<file path="src/rtl/accumulate_sequencer.sv">
// Switch accumulator: adds a zero-extended switch value into a running sum,
// one SLICE-bit slice per clock with a registered carry, once per button press.
module accumulate_sequencer #(
  parameter int WIDTH    = 17,
  parameter int IN_WIDTH = 10,
  parameter int SLICE    = 4
) (
  input  logic                Clk,
  input  logic                Reset,
  input  logic                Clear,
  input  logic                Run_Accumulate,
  input  logic [IN_WIDTH-1:0] SW,
  output logic [WIDTH-1:0]    Sum,
  output logic                Busy,
  output logic                Done,
  output logic                Overflow,
  output logic [1:0]          state_dbg
);

  localparam int NSLICE   = (WIDTH + SLICE - 1) / SLICE;
  localparam int LAST_W   = WIDTH - SLICE * (NSLICE - 1);
  localparam int EW       = SLICE * NSLICE;
  localparam int IW       = (NSLICE > 1) ? $clog2(NSLICE) : 1;
  localparam int SHW      = $clog2(EW) + 1;
  localparam logic [IW-1:0] LAST_IDX = IW'(NSLICE - 1);

  // Handshake: Run_Accumulate is a level; a start is its 0->1 transition as
  // seen against run_q. HOLD waits for release, so a held button adds once.
  typedef enum logic [1:0] {
    IDLE = 2'd0,
    ADD  = 2'd1,
    WB   = 2'd2,
    HOLD = 2'd3
  } state_t;

  state_t state, state_next;

  logic [WIDTH-1:0] work;
  logic [WIDTH-1:0] operand;
  logic             carry;
  logic [IW-1:0]    idx;
  logic             run_q;
  logic             start;

  logic [SHW-1:0]   shamt;
  logic [EW-1:0]    w_ext;
  logic [EW-1:0]    o_ext;
  logic [EW-1:0]    slice_mask;
  logic [EW-1:0]    merged;
  logic [SLICE-1:0] w_slice;
  logic [SLICE-1:0] o_slice;
  logic [SLICE:0]   slice_sum;
  logic [WIDTH-1:0] work_next;
  logic             carry_next;

  assign start = Run_Accumulate & ~run_q;

  // Slice adder: bits above WIDTH are zero in both operands, so the narrow
  // last slice reuses the same adder and takes its carry from bit LAST_W.
  always_comb begin
    shamt      = SHW'(idx) * SHW'(SLICE);
    w_ext      = EW'(work);
    o_ext      = EW'(operand);
    slice_mask = EW'({SLICE{1'b1}}) << shamt;
    w_slice    = SLICE'(w_ext >> shamt);
    o_slice    = SLICE'(o_ext >> shamt);
    slice_sum  = (SLICE+1)'(w_slice) + (SLICE+1)'(o_slice) + (SLICE+1)'(carry);
    merged     = (w_ext & ~slice_mask) |
                 ((EW'(slice_sum[SLICE-1:0]) << shamt) & slice_mask);
    work_next  = WIDTH'(merged);
    carry_next = (idx == LAST_IDX) ? slice_sum[LAST_W] : slice_sum[SLICE];
  end

  always_ff @(posedge Clk) begin
    if (Reset) state <= IDLE;
    else       state <= state_next;
  end

  always_comb begin
    state_next = state;
    case (state)
      IDLE: if (!Clear && start) state_next = ADD;
      ADD: begin
        if (Clear)                 state_next = IDLE;
        else if (idx == LAST_IDX)  state_next = WB;
      end
      WB:   state_next = Clear ? IDLE : HOLD;
      HOLD: if (!Run_Accumulate) state_next = IDLE;
      default: state_next = IDLE;
    endcase
  end

  always_comb begin
    Busy      = (state == ADD) || (state == WB);
    state_dbg = state;
  end

  always_ff @(posedge Clk) begin
    if (Reset) begin
      Sum      <= '0;
      Overflow <= 1'b0;
      Done     <= 1'b0;
      work     <= '0;
      operand  <= '0;
      carry    <= 1'b0;
      idx      <= '0;
      run_q    <= 1'b0;
    end else begin
      run_q <= Run_Accumulate;
      Done  <= 1'b0;
      if (Clear) begin
        Sum      <= '0;
        Overflow <= 1'b0;
      end
      case (state)
        IDLE: begin
          if (!Clear && start) begin
            operand <= WIDTH'(SW);
            work    <= Sum;
            carry   <= 1'b0;
            idx     <= '0;
          end
        end
        ADD: begin
          if (!Clear) begin
            work  <= work_next;
            carry <= carry_next;
            idx   <= idx + 1'b1;
          end
        end
        WB: begin
          if (!Clear) begin
            Sum      <= work;
            Overflow <= Overflow | carry;
            Done     <= 1'b1;
          end
        end
        default: ;
      endcase
    end
  end

endmodule

</file>
<file path="config.mk">
export PLATFORM = sky130hd
export DESIGN_NAME = accumulate_sequencer
export DESIGN_NICKNAME = d
export VERILOG_FILES = /design/src/rtl/accumulate_sequencer.sv
export SDC_FILE = /design/constraint.sdc
export NUM_CORES = 1
export LEC_CHECK = 0
export CAP_MARGIN = 20
export CORE_UTILIZATION = 55
export CTS_CLUSTER_SIZE = 28
export DETAILED_ROUTE_END_ITERATION = 12
export PLACE_DENSITY = 0.86
export SYNTH_ARGS = -nofsm -noshare
export SYNTH_HDL_FRONTEND = slang
export SYNTH_SLANG_ARGS = --single-unit
</file>
<file path="constraint.sdc">
create_clock -name Clk -period 3.2 [get_ports Clk]
set_input_delay 0.64 -clock Clk [delete_from_list [all_inputs] [get_ports Clk]]
set_output_delay 0.64 -clock Clk [all_outputs]
set_load 0.01 [all_outputs]
</file>
After elaboration in Yosys (flattened, before gate mapping)
Index checks and enable logic that the tools add are counted.
{"block": "totals", "ff_bits": 53, "latchBits": 0, "mem_bits_rw": 0, "romBits": 0, "input_bits": 14, "wordCells": 64, "n_memories": 0}
{"block": "op_classes", "addsub": 3, "multipliers": 0, "div_mod_pow": 0, "order_cmp": 0, "n_eq_ne": 8, "shifts": 4, "mux": 23, "bitwise_logic": 8, "reduce_logical": 9}
{"operator": "$mux 17", "count": 5}
{"operator": "$and 17x17->17", "count": 2}
{"operator": "$pmux 17 s2", "count": 1}
{"operator": "$not 17->17", "count": 1}
{"operator": "$or 17x17->17", "count": 1}
{"operator": "$shl 4x5->17", "count": 1}
{"operator": "$shl 4x5->17 const A", "count": 1}
{"operator": "$shr 17x5->4", "count": 1}
{"operator": "$mux 2", "count": 5}
{"operator": "$shr 10x5->4", "count": 1}
{"operator": "$pmux 2 s4", "count": 1}
{"operator": "$mux 1", "count": 7}
{"operator": "$mux 3", "count": 2}
{"operator": "$ne 2x2->1 const B", "count": 3}
{"operator": "$pmux 3 s2", "count": 1}
{"operator": "$reduce_and 3->1", "count": 2}
{"operator": "$add 4x4->5", "count": 1}
{"operator": "$add 5x1->5", "count": 1}
{"operator": "$eq 2x2->1 const B", "count": 2}
{"operator": "$add 3x1->3 const B", "count": 1}
{"operator": "$eq 3x3->1 const B", "count": 1}
{"operator": "$ne 3x3->1 const B", "count": 1}
{"operator": "$eq 2x1->1 const B", "count": 1}
{"operator": "$logic_not 2->1", "count": 1}
{"operator": "10 further kinds", "count": 11}

Longest topological paths before layout
{"block": "depth", "ltp_word": 8, "depth_mapped": 13, "depth_no_buf": 11}

Worst setup path before layout
No wires, ideal clock.
{"block": "synth_path", "path_type": "register to register", "startpoint": "reg idx[0]", "endpoint": "reg (tool-made name)", "setup_time_ns": 0.086, "arrival_ns": 2.621, "required_time_ns": 3.114, "path_slack_ns": 0.493, "path_stages_with_launch": 13, "path_buffers": 2, "period_less_slack_ns": 2.707, "cell_sequence": "dfxtp_1 > clkbuf_1 > clkbuf_1 > mux2i_1 > o21ai_0 > o21ai_0 > fa_1 > inv_1 > fa_1 > xnor2_1 > nor3_1 > a21oi_1 > a211oi_1"}
{"element": "from (decl)", "line_no": "41", "source": "logic [IW-1:0] idx;"}
{"element": "from (signal assigned)", "line_no": "128", "source": "idx <= idx + 1'b1;"}

==> qor.csv <==
metric,value,unit
min-delay worst type,flop to flop,
leakage,0.00107,uW
clk slew on worst S/H paths,100,ps
FP Rows,25,
clk sinks,53,
endpoint class of the critical path,flop,
worst skew pair latency,310,ps
max incr delay on CP,750,ps
DIE AREA,5200,um^2
top post-synthesis cells by area,"dfxtp_1 (39%), mux2i_1 (8.9%), ha_1 (6.0%)",
via count,2336,
layout cells sized above 1,6.73,%
WS Path Type,flop to flop,
Via density,5.71,
Synth area leader,dfxtp_1,
layout filler cell count,381,
most instantiated library cell after synthesis,dfxtp_1,
#FFs+latches synth,53,
crit-path max FO,19,
GRT Util Overall,24.1,%
Switching Fraction,30.1,%
post-synth top area share,39.3,%
initial antenna violation count,0,
largest net degree at the start of global routing,36,
GRT Residual Overflow,0,
crit path launch type,flop,
syn nets,341,
critical path's most frequent cell,fa_1,
Final Wtd Congestion,1.02,
Max Fclk,0.366,GHz
Worst Tran Pin Value,688,ps
Unique masters post-synth,40,
Die X,72.1,um
most frequent cells after synthesis,"dfxtp_1 (53), nor2_1 (43), nand2_1 (30)",
DRC,0,
Syn Inst Count,312,
Comb pwr share,19.7,%
"Seq/Total Area, Yosys",39.3,%
maxcap violations,0,
CP max-delay cell,dfxtp_1,
DR pass1 iterations,4,
vias in the first global route,2179,
Initial Utilization,57.2,%
clock share of power,27.6,%
worst setup margin,466,ps
CP required,3390,ps
PortBufs,35,
CTS max path bufs,2,
Synth warnings,0,
Final ANT Viol Nets,0,
peak supply drop,0.000269,V
HPWL after DPL,4240,um
worst clock skew,7.70,ps
worst path cell trace,"mux2i_1, o21ai_0, nand2_1, fa_1, inv_1, fa_1, xnor2_1, nor3_1, a21oi_1, a211oi_1",
# IOs,36,
RSZ-0062 raised after global routing,no,
Final Hold Fails,0,
Root Buffer,clkbuf_8,
first-pass GRT wire length,9800,um
CTS tree,built,
total negative setup slack,0,ps
die height,72.1,um
Async SR Flop Fraction,0,%
Syn Area/Cell,8.66,um^2
Post-Syn Area,2700,um^2
Setup Buffers After CTS,0,
"worst slack, placed",288,ps
final setup vio count,0,
power per cell area,432,nW/um^2
"Arr. time, crit path",2920,ps
WL/cell,14.5,um
drt total wl,5940,um
Internal,965,uW
Switch Pwr,415,uW
status,"finished, final reports clean",
clock buffer count from CTS,5,
"Area growth, synth to finish",18.2,%
Final Max Slew Viols,0,
CTS H-Tree Depth,2,
number of synthesized flops with an enable pin,0,
Nets,370,
CORE AREA,4720,um^2
Final min period,2730,ps
diode count,0,
period utilization,85.4,%
relative slew slack,54.0,%
DR iter-0 viols,190,
prevailing post-synth register cell,dfxtp_1,
sequential share of power,52.8,%
[worst paths after layout]
| kind | from | to | slack [ps] | depth (start not counted) |
|---|---|---|---|---|
| setup / recovery | idx[1] | flop | 470 | 10 |
| hold / removal | operand[6] | operand[6] | 460 | 2 |
| setup reg to reg | idx[1] | flop | 470 | 10 |
| hold reg to reg | operand[6] | operand[6] | 460 | 2 |
[routing by layer]
| layer | part of all wire [%] | up-vias | wire (um) | track usage, % |
|---|---|---|---|---|
| met5 | 0 | - | 0 | 0 |
| met4 | 2.1 | 0 | 127 | 12.0 |
| met3 | 5.2 | 13 | 308 | 5.42 |
| met2 | 47 | 77 | 2790 | 39.0 |
| met1 | 46 | 1094 | 2710 | 30.4 |
| li1 | - | 1152 | - | - |
[stage by stage]
step                      std cells  utilization, %  hold WS [ps]  cell area (um^2)  total power [uW]
after floorplan                 312               -           436              2700               926
after global placement          401            65.8           444              3110              1000
after detailed placement        401            65.8           447              3110              1010
after CTS                       409            67.6           460              3190              1370
after global routing            409            67.6           489              3190              1430
final                           409            67.6           461              3190              1380
[final cells by class]
type / instances / area, um^2 / area share, %
Multi-Input combinational cell: 229 / 1530 / 47.8
Tap cell: 67 / 83.8 / 2.62
Clock inverter: 1 / 7.51 / 0.235
Sequential cell: 53 / 1060 / 33.3
Inverter: 11 / 41.3 / 1.29
Clock buffer: 7 / 76.3 / 2.39
Timing Repair Buffer: 41 / 395 / 12.4
[layout by cell type (no fill, tap or decap), types with 8 or more instances in the layout]
| cell | instances |
|---|---|
| clkdlybuf4s50_1 | 35 |
| nor3_1 | 12 |
| nand2_1 | 30 |
| inv_1 | 11 |
| a21oi_1 | 25 |
| dfxtp_1 | 52 |
| a211oi_1 | 18 |
| nor2_1 | 43 |
| ha_1 | 13 |
| nand3_1 | 8 |
| mux2i_1 | 24 |
[kinds of logic after synthesis]
logic type | after synthesis | synth area share (%)
buffers and inverters | 30 | 4.21
DFF | 53 | 39.3
AOI/OAI and AO/OA | 68 | 17.0
xor gates and xnor gates | 1 | 0.324
muxes | 27 | 11.4
adders and majority gates | 15 | 7.50
and+or+nand+nor | 118 | 20.3
[worst max-delay path: cells and delay by family, from the launching register on]
| kind | cells | cell delay, ps |
|---|---|---|
| DFF | 1 | 750 |
| adders and majority gates | 2 | 590 |
| xor gates and xnor gates | 1 | 380 |
| AOI/OAI and AO/OA | 3 | 340 |
| muxes | 1 | 270 |
| and+or+nand+nor | 2 | 220 |
| buffers and inverters | 1 | 60 |
[power by group through the flow]
stage | Combinational [uW] | Sequential [uW] | Clock, uW
2_1_floorplan | 196 | 730 | 0
3_3_place_gp | 259 | 741 | 0
3_5_place_dp | 267 | 743 | 0
4_1_cts | 268 | 727 | 380
5_1_grt | 299 | 733 | 399
6_report | 271 | 729 | 380
[what timing repair did]
action / in CTS / in global routing
hold buffers: 0 / 0
gates resized for setup: 0 / 1
endpoints found under the setup margin: 0 / 3
No activity file was read; power rests on OpenSTA's default activity.
